## config.mk

```make
export PLATFORM = sky130hd
export DESIGN_NAME = ssd_scan_flat
export DESIGN_NICKNAME = d
export VERILOG_FILES = /design/src/rtl/ssd_scan_if.sv /design/src/rtl/ssd_scan.sv /design/src/flat_wrapper.sv
export SDC_FILE = /design/constraint.sdc
export NUM_CORES = 1
export LEC_CHECK = 0
export ABC_AREA = 0
export CORE_MARGIN = 2
export CORE_UTILIZATION = 55
export CTS_CLUSTER_SIZE = 16
export DETAILED_ROUTE_END_ITERATION = 8
export GPL_ROUTABILITY_DRIVEN = 0
export PLACE_DENSITY = 0.85
export SYNTH_ARGS = -nofsm -noshare
export SYNTH_HDL_FRONTEND = slang
export SYNTH_SLANG_ARGS = --single-unit
```

## constraint.sdc

```tcl
create_clock -name clk -period 4.6 [get_ports clk]
set_input_delay 0.92 -clock clk [delete_from_list [all_inputs] [get_ports clk]]
set_output_delay 0.92 -clock clk [all_outputs]
set_load 0.05 [all_outputs]
```

## src/rtl/ssd_scan_if.sv

```systemverilog
`default_nettype none
// ============================================================================
// Module      : ssd_scan_if
// Description : Bundle between the digit decoders and the seven-segment scan
//               driver: per-digit segment words, blank mask, load strobe,
//               and the scanned display outputs.
// Revision    : 1.0 - initial release
// ============================================================================
interface ssd_scan_if #(
  parameter int SSD_BIT_WIDTH = 8
);
  logic [SSD_BIT_WIDTH-1:0] in0;
  logic [SSD_BIT_WIDTH-1:0] in1;
  logic [SSD_BIT_WIDTH-1:0] in2;
  logic [SSD_BIT_WIDTH-1:0] in3;
  logic [3:0]               blank;
  logic                     load;
  logic                     pending;
  logic [SSD_BIT_WIDTH-1:0] segs;
  logic [3:0]               ssd_ctl;
  logic                     frame;

  // Upstream side: supplies digit values, observes the display.
  modport master (
    output in0, in1, in2, in3, blank, load,
    input  pending, segs, ssd_ctl, frame
  );

  // Scan driver side.
  modport slave (
    input  in0, in1, in2, in3, blank, load,
    output pending, segs, ssd_ctl, frame
  );
endinterface
`default_nettype wire

```

## src/rtl/ssd_scan.sv

```systemverilog
`default_nettype none
// ============================================================================
// Module      : ssd_scan
// Description : Four-digit seven-segment scan driver. Double-buffers digit
//               values (shadow/active banks swapped at frame boundaries),
//               inserts dead time at the start of each digit slot, and drives
//               the shared active-low segment bus and digit enables.
// Revision    : 1.0 - initial release
// ============================================================================
module ssd_scan #(
  parameter int                       PRESCALE      = 100000,
  parameter int                       DEAD          = 1000,
  parameter int                       SSD_BIT_WIDTH = 8,
  parameter logic [SSD_BIT_WIDTH-1:0] SS_DEF        = '1
) (
  input  logic       clk,
  input  logic       rst,
  ssd_scan_if.slave  bus
);

  localparam int            CW      = (PRESCALE > 1) ? $clog2(PRESCALE) : 1;
  localparam logic [CW-1:0] CNT_MAX = CW'(PRESCALE - 1);
  localparam logic [CW-1:0] DEAD_C  = CW'(DEAD);

  logic [CW-1:0]                   cnt_q, cnt_d;
  logic [1:0]                      idx_q, idx_d;
  logic [3:0][SSD_BIT_WIDTH-1:0]   shd_word_q, shd_word_d;
  logic [3:0]                      shd_blank_q, shd_blank_d;
  logic [3:0][SSD_BIT_WIDTH-1:0]   act_word_q, act_word_d;
  logic [3:0]                      act_blank_q, act_blank_d;
  logic                            pending_q, pending_d;
  logic [SSD_BIT_WIDTH-1:0]        segs_q, segs_d;
  logic [3:0]                      ctl_q, ctl_d;
  logic                            frame_q, frame_d;

  logic [3:0][SSD_BIT_WIDTH-1:0]   in_words;
  logic                            wrap;
  logic                            dark;

  // Index 0 is the rightmost digit.
  assign in_words = {bus.in3, bus.in2, bus.in1, bus.in0};

  // Next-state: slot counter, bank capture/swap, and output decode.
  always_comb begin
    cnt_d       = cnt_q + CW'(1);
    idx_d       = idx_q;
    shd_word_d  = shd_word_q;
    shd_blank_d = shd_blank_q;
    act_word_d  = act_word_q;
    act_blank_d = act_blank_q;
    pending_d   = pending_q;

    if (cnt_q == CNT_MAX) begin
      cnt_d = '0;
      idx_d = idx_q + 2'd1;
    end

    wrap = (idx_q == 2'd3) && (cnt_q == CNT_MAX);

    if (bus.load) begin
      // A load always refreshes the shadow bank; on the wrap edge it also
      // bypasses straight into the active bank so nothing is left pending.
      shd_word_d  = in_words;
      shd_blank_d = bus.blank;
      if (wrap) begin
        act_word_d  = in_words;
        act_blank_d = bus.blank;
        pending_d   = 1'b0;
      end else begin
        pending_d   = 1'b1;
      end
    end else if (wrap && pending_q) begin
      act_word_d  = shd_word_q;
      act_blank_d = shd_blank_q;
      pending_d   = 1'b0;
    end

    // Decode uses the current slot position but the bank as it will be after
    // this edge, so a swap on the wrap edge is visible immediately.
    dark   = (cnt_q < DEAD_C) || act_blank_d[idx_q];
    segs_d = dark ? SS_DEF : act_word_d[idx_q];
    ctl_d  = dark ? 4'b1111 : ~(4'b0001 << idx_q);

    frame_d = wrap;
  end

  // State and registered outputs, cleared asynchronously.
  always_ff @(posedge clk or posedge rst) begin
    if (rst) begin
      cnt_q       <= '0;
      idx_q       <= 2'd0;
      shd_word_q  <= {4{SS_DEF}};
      shd_blank_q <= 4'b0000;
      act_word_q  <= {4{SS_DEF}};
      act_blank_q <= 4'b0000;
      pending_q   <= 1'b0;
      segs_q      <= SS_DEF;
      ctl_q       <= 4'b1111;
      frame_q     <= 1'b0;
    end else begin
      cnt_q       <= cnt_d;
      idx_q       <= idx_d;
      shd_word_q  <= shd_word_d;
      shd_blank_q <= shd_blank_d;
      act_word_q  <= act_word_d;
      act_blank_q <= act_blank_d;
      pending_q   <= pending_d;
      segs_q      <= segs_d;
      ctl_q       <= ctl_d;
      frame_q     <= frame_d;
    end
  end

  assign bus.pending = pending_q;
  assign bus.segs    = segs_q;
  assign bus.ssd_ctl = ctl_q;
  assign bus.frame   = frame_q;

endmodule
`default_nettype wire

```

## src/flat_wrapper.sv

```systemverilog
// flat-port wrapper written by rule: the top's interface ports become plain ports
module ssd_scan_flat 
#(
  parameter int                       PRESCALE      = 100000,
  parameter int                       DEAD          = 1000,
  parameter int                       SSD_BIT_WIDTH = 8,
  parameter logic [SSD_BIT_WIDTH-1:0] SS_DEF        = '1
)
  (clk, rst, bus_in0, bus_in1, bus_in2, bus_in3, bus_blank, bus_load, bus_pending, bus_segs, bus_ssd_ctl, bus_frame);
  ssd_scan_if #(.SSD_BIT_WIDTH(SSD_BIT_WIDTH)) bus_i ();
  input  logic clk;
  input  logic rst;
  input wire logic [$bits(bus_i.in0)-1:0] bus_in0;
  input wire logic [$bits(bus_i.in1)-1:0] bus_in1;
  input wire logic [$bits(bus_i.in2)-1:0] bus_in2;
  input wire logic [$bits(bus_i.in3)-1:0] bus_in3;
  input wire logic [$bits(bus_i.blank)-1:0] bus_blank;
  input wire logic [$bits(bus_i.load)-1:0] bus_load;
  output wire logic [$bits(bus_i.pending)-1:0] bus_pending;
  output wire logic [$bits(bus_i.segs)-1:0] bus_segs;
  output wire logic [$bits(bus_i.ssd_ctl)-1:0] bus_ssd_ctl;
  output wire logic [$bits(bus_i.frame)-1:0] bus_frame;
  assign bus_i.in0 = bus_in0;
  assign bus_i.in1 = bus_in1;
  assign bus_i.in2 = bus_in2;
  assign bus_i.in3 = bus_in3;
  assign bus_i.blank = bus_blank;
  assign bus_i.load = bus_load;
  assign bus_pending = bus_i.pending;
  assign bus_segs = bus_i.segs;
  assign bus_ssd_ctl = bus_i.ssd_ctl;
  assign bus_frame = bus_i.frame;
  ssd_scan #(.PRESCALE(PRESCALE), .DEAD(DEAD), .SSD_BIT_WIDTH(SSD_BIT_WIDTH), .SS_DEF(SS_DEF)) u_core (.clk(clk), .rst(rst), .bus(bus_i));
endmodule
```

==> results of run 1 <==
[metrics by stage]
stage | utilization | setup slack (ns)
finish | 0.6520 | 1.536
global route | 0.6520 | 1.285
detailed placement | 0.6300 | 1.446
global placement | 0.6300 | 1.535
floorplan | - | 1.045
CTS | 0.6520 | 1.555
[layout make-up]
cell class	instances	area [sq um]	share of cell area
tap	108	135.1	0.02400
clock buffer	9	123.9	0.02200
clock inverter	7	66.31	0.01178
inverter	3	13.76	0.002444
multi-input combinational	297	1993	0.3540
timing repair buffer	60	575.6	0.1022
sequential	105	2723	0.4836
[synthesized netlist by cell type, types with 7 or more instances]
cell      instances
a21oi_1          14
a32oi_1          22
dfrtp_1          29
nor2_1           63
xnor2_1           9
nand2_1          34
nand3_1           7
a22oi_1          22
clkbuf_1         16
mux2_2           36
buf_2             7
dfstp_2          76
o22ai_1          27
[flip-flops by register name, indices dropped and copies added, names as in the netlist]
register	flops
u_core.shd_blank_q	4
u_core.idx_q	2
u_core.shd_word_q	32
u_core.bus.ssd_ctl	4
u_core.cnt_q	17
u_core.act_word_q	32
u_core.bus.segs	8
u_core.bus.pending	1
u_core.act_blank_q	4
u_core.bus.frame	1
[power by group]
part	total (mW)	switching, mW	internal (mW)
Combinational	0.108	0.0487	0.0592
Clock	0.562	0.349	0.212
Sequential	0.995	0.0167	0.978
Total	1.66	0.415	1.25
[metal layers]
| layer | up-vias | share of wire | global-route usage |
|---|---|---|---|
| li1 | 1670 | - | - |
| met1 | 1822 | 0.45 | 0.3234 |
| met4 | 0 | 0.020 | 0.08333 |
| met2 | 142 | 0.47 | 0.3577 |
| met5 | - | 0 | 0 |
| met3 | 19 | 0.056 | 0.03150 |
[worst max-delay path by stage]
stage / from / to / slack (ns) / depth (start not counted)
final: u_core.cnt_q[11] / u_core.bus.segs[2] / 1.54 / 9
after global routing: u_core.cnt_q[0] / u_core.bus.segs[7] / 1.28 / 9
after CTS: u_core.cnt_q[11] / u_core.bus.segs[7] / 1.55 / 9
after detailed placement: bus_load / u_core.bus.segs[7] / 1.45 / 7
after global placement: bus_load / u_core.bus.segs[0] / 1.53 / 7
after floorplan: rst / u_core.act_blank_q[0] / 1.05 / 1
[logic make-up (layout without fill, tap and decap cells)]
group / after synthesis / count (layout) / share of synthesized area
simple gates: 138 / 138 / 0.1351
flops: 105 / 105 / 0.5611
fa+ha+maj: 5 / 5 / 0.01289
mux: 36 / 36 / 0.08355
xor+xnor: 15 / 15 / 0.02708
compound gates: 103 / 103 / 0.1521
buf+inv: 29 / 79 / 0.02811
==> run metrics, run 1 <==
leakage=2.281 nW; IR drop worst, VDD=about 130 uV; Synth Cell Area=0.004852 sq mm; setup slack, reg-to-reg=1.54 ns; CP max stage delay=0.53 ns; worst hold path class=reg2reg; number of H-tree levels=3; post-synthesis area per instance=between 10 and 15 sq um; clock sinks=between 100 and 150; DRT iter0 DRCs=roughly 350; worst slew pin tran=around 0.92 ns; min cycle time layout=3.064 ns; most frequent cells in the layout=dfstp_2, nor2_1, clkdlybuf4s50_1; DRC violations left=0; antenna violations before repair=0; via count=3,653; crit path capture type=flop; layout cells sized above 1=0.3160; Core Rows=34; critical path type=reg2reg; post-synthesis register bit count=approximately 110; CTS root buf=clkbuf_8; worst endpoint required time=about 4.9 ns; total CTS buffers=9; post-synth net total=475; maximum clock path buffer count=2; synth warn=0; most common cell after layout, fill and taps aside=dfstp_2; Synth area leader=dfstp_2; crit path DAT=3.38 ns; CTS clk-pin slew, worst paths=0.11 ns; pin count of the biggest net entering global routing=79; post-synth top area share=0.4116; asr flop ratio synth=1.000; Layout Cell Area excl Fill=0.005630 sq mm; RSZ-0062 raised after global routing=false; hold path start=u_core.cnt_q[0]; CP max stage cell=and2_1; Final Max Tran Viols=0; WHS=0.4956 ns; Core Area=0.008636 sq mm; WL/cell=between 15 and 20 um; Layout Nets=520; Via density=just over 6; antenna-violating nets left=0; max-cap viol count=0; hold path endpoint=u_core.cnt_q[0]; gate count of the mapped netlist=431; Area Growth Syn to Fin=16.04%; Setup Skew=0.01569 ns; I/O Buffers=52; Main synth FF type=dfstp_2; DP Area=about 0.0054 sq mm; Post-CTS Resized=0; Starting Density=0.5619; Synth cell types=41; routed wire length=about 11,000 um; Min-Delay Path Depth=1; reg2reg end=u_core.bus.segs[2]; CP Launch Type=flop; CTS Hold Bufs=0; most used cell, CP=buf_4; global-route wire length before repair=17,550 um; clock latency on the worst-skew pair=a little under 0.4 ns; final setup TNS=0 ns; grt total ovfl=0; TritonCTS clock tree=built; Die Height=between 90 and 100 um; FMAX=326.3 MHz; CP Max Fanout=23; crit share post-route=0.6661; n_diodes=0; worst path bufs/invs=2; crit-path leading delay family=simple AND/OR/NAND/NOR gates; postcts setup bufs=0; Pre-antenna DRT Iters=5; sequential fraction of the synthesis area=0.5611; vias in the first global route=3,519; Worst R2R Path Depth=9; Power Density=295.7 mW/mm^2; DP Wirelength=about 7000 um; fillcell total=639; Final Power=1.665 mW; Final Setup Violations=0; status=finished clean; num ports=53; Max-slew headroom=0.3876; GRT Total Usage=0.2269; die width=97.93 um; Cell Count Post-Placement=573; Post-Layout Cell Count=589; Area contributors post-synth=dfstp_2, dfrtp_1, mux2_2, nor2_1, a32oi_1; crit path cell chain=nor4_4, nor4b_4, buf_4, and2_1, buf_4, a32oi_1, nand2_1, o22ai_1, o21ai_2; Post-synth EDFFs=0; Die Area=0.009589 sq mm; Hold Vio Cnt, Final=0; FF-to-FF Start=u_core.cnt_q[11]
No activity file was read; power rests on OpenSTA's default activity.
==> run 2: changes to the inputs <==
--- a/config.mk
+++ b/config.mk
@@ -7,11 +7,11 @@
 export LEC_CHECK = 0
 export ABC_AREA = 0
 export CORE_MARGIN = 2
-export CORE_UTILIZATION = 55
+export CORE_UTILIZATION = 51
 export CTS_CLUSTER_SIZE = 16
 export DETAILED_ROUTE_END_ITERATION = 8
 export GPL_ROUTABILITY_DRIVEN = 0
-export PLACE_DENSITY = 0.85
+export PLACE_DENSITY = 0.83
 export SYNTH_ARGS = -nofsm -noshare
 export SYNTH_HDL_FRONTEND = slang
 export SYNTH_SLANG_ARGS = --single-unit
==> constraint.sdc (replaced) <==
create_clock -name clk -period 2.5 [get_ports clk]
set_input_delay 0.5 -clock clk [delete_from_list [all_inputs] [get_ports clk]]
set_output_delay 0.5 -clock clk [all_outputs]
set_load 0.05 [all_outputs]
==> run 2 against run 1 <==
  * Wire length up 11%
  * Critical path depth unchanged
  * Core utilization down 0.22 points
  * Sequential share of layout area fell by 3.0 points
  * Sequential power up 84%
  * Cell count is 10% higher
  * Global-route usage grew 1.5 points
  * Total power up 86%
  * Critical path type unchanged
  * Largest cell class unchanged
  * Largest power group unchanged
==> run metrics, run 2 (synthesis results as in run 1) <==
clock network power share=0.340 (was 0.337); TritonCTS clock tree=built (unchanged); vias in the first global route=3,858 (was 3,519); DP Wirelength=7942 um (was 7017 um); CTS clk-pin slew, worst paths=0.10 ns (was 0.11 ns); leakage=2.490 nW (was 2.281 nW); Largest regs=u_core.act_word_q (32), u_core.shd_word_q (32), u_core.cnt_q (17) (unchanged); Max-slew headroom=0.6301 (was 0.3876); global-route wire length before repair=19,100 um (was 17,550 um); worst hold path class=reg2reg (unchanged); register share of total power=0.593 (was 0.598); antenna violations before repair=0 (unchanged); CTS root buf=clkbuf_8 (unchanged); combinational share of power=0.067 (was 0.065); crit path cell chain=nand4bb_1, nor4b_4, and2_1, buf_4, buf_4, a32oi_1, nand2_1, o22ai_1, o21ai_0 (was nor4_4, nor4b_4, buf_4, and2_1, buf_4, a32oi_1, nand2_1, o22ai_1, o21ai_2); Core Area=0.009240 sq mm (was 0.008636 sq mm); layout cells sized above 1=0.3743 (was 0.3160); max-cap viol count=0 (unchanged); n_diodes=0 (unchanged); WL/cell=18.14 um (was 18.02 um); worst slew pin tran=0.5548 ns (was 0.9187 ns); FF-to-FF Start=u_core.cnt_q[6] (was u_core.cnt_q[11]); WHS=0.5225 ns (was 0.4956 ns); Switching Power=783.9 uW (was 414.6 uW); CP max stage cell=dfrtp_1 (was and2_1); GRT Total Usage=0.2423 (was 0.2269); critical path type=reg2reg (unchanged); final core occ=0.6498 (was 0.6520); clock sinks=105 (unchanged); routed wire length=11,790 um (was 10,610 um); Final Power=3.091 mW (was 1.665 mW); I/O Buffers=52 (unchanged); Die Height=101.5 um (was 97.93 um); num ports=53 (unchanged); Setup crit start=u_core.cnt_q[6] (was u_core.cnt_q[11]); DRT iter0 DRCs=210 (was 352); Setup Skew=0.01323 ns (was 0.01569 ns); total CTS buffers=9 (unchanged); FMAX=418.9 MHz (was 326.3 MHz); Final Max Tran Viols=0 (unchanged); Layout Nets=560 (was 520); die width=101.5 um (was 97.93 um); worst endpoint required time=2.80 ns (was 4.91 ns); number of H-tree levels=3 (unchanged); Die Area=0.01031 sq mm (was 0.009589 sq mm); pin count of the biggest net entering global routing=106 (was 79); Core Rows=35 (was 34); antenna-violating nets left=0 (unchanged); maximum clock path buffer count=2 (unchanged); most common cell after layout, fill and taps aside=dfstp_2 (unchanged); DRC violations left=0 (unchanged); Pre-antenna DRT Iters=5 (unchanged); clock latency on the worst-skew pair=0.39 ns (about the same); status=finished clean (unchanged); Int Power=2.307 mW (was 1.250 mW); CP Max Fanout=11 (was 23); Starting Density=0.5251 (was 0.5619); most used cell, CP=buf_4 (unchanged); Area Growth Syn to Fin=23.75% (was 16.04%); crit path capture type=flop (unchanged); most frequent cells in the layout=dfstp_2, nor2_1, clkdlybuf4s50_1 (unchanged); Sw Share=0.2536 (was 0.2491); Hold Vio Cnt, Final=0 (unchanged); crit share post-route=0.9549 (was 0.6661); Power Density=514.7 mW/mm^2 (was 295.7 mW/mm^2); hold path start=u_core.shd_blank_q[3] (was u_core.cnt_q[0]); CP Launch Type=flop (unchanged); CP max stage delay=0.41 ns (was 0.53 ns); min cycle time layout=2.387 ns (was 3.064 ns); Via density=5.854 (was 6.202); IR drop worst, VDD=347.4 uV (was 126.1 uV); via count=3,805 (was 3,653); grt total ovfl=0 (unchanged); Final Setup Violations=0 (unchanged); crit path DAT=2.69 ns (was 3.38 ns)
## run 2: area by class of cell
class                           count  area [sq um]
Clock inverter                      7         67.56
Fill cell                         695          3236
Sequential cell                   105          2723
Multi-Input combinational cell    297          2009
Inverter                            3         15.01
Tap cell                          129         161.4
Clock buffer                        9         123.9
Timing Repair Buffer              100         904.6
## run 2: power by group through the flow
| stage | clock (mW) | combinational (mW) | sequential (mW) |
|---|---|---|---|
| floorplan | 0 | 0.108 | 1.85 |
| global placement | 0 | 0.202 | 1.85 |
| detailed placement | 0 | 0.209 | 1.86 |
| CTS | 1.07 | 0.210 | 1.83 |
| global route | 1.14 | 0.226 | 1.84 |
| finish | 1.05 | 0.208 | 1.83 |
## run 2: stage by stage
step	instances	area (sq um)	TNS [ns]	worst slack [ns]
global placement	634	5793	0	0.2124
CTS	650	5984	0	0.07287
finish	650	6005	0	0.1127
detailed placement	634	5793	0	0.1099
floorplan	431	4856	0	0.3254
global route	650	6005	-0.0004265	-0.0004265
## run 2: path summary, 6_finish.rpt
kind,slack (ns),depth (start not counted),end
worst max-delay path,0.11,9,u_core.bus.segs[0]
worst min-delay path,0.52,1,u_core.shd_blank_q[3]
worst max register to register,0.11,9,u_core.bus.segs[0]
worst min register to register,0.52,1,u_core.shd_blank_q[3]
max in group asynchronous,1.47,3,u_core.shd_word_q[31]
min in group asynchronous,0.59,3,u_core.cnt_q[5]
## run 2: what timing repair did
item                       4_1_cts  5_1_grt
resized for setup                0        4
hold buffers                     0        0
setup endpoints to repair        0        8
setup buffers                    0        0
## run 2: layer usage
metal	part of all wire	GRT usage	wire length [um]
met2	0.49	0.3801	5832
met5	0	0	0
met1	0.44	0.3296	5132
met3	0.053	0.05452	626
met4	0.017	0.09459	200
## run 2: critical path, delay by kind of cell, from the launching register on
family,cells,cell delay (ns)
flip-flops,1,0.41
AO/OA/AOI/OAI,3,0.48
buffers and inverters,2,0.35
AND/OR/NAND/NOR,4,1.07
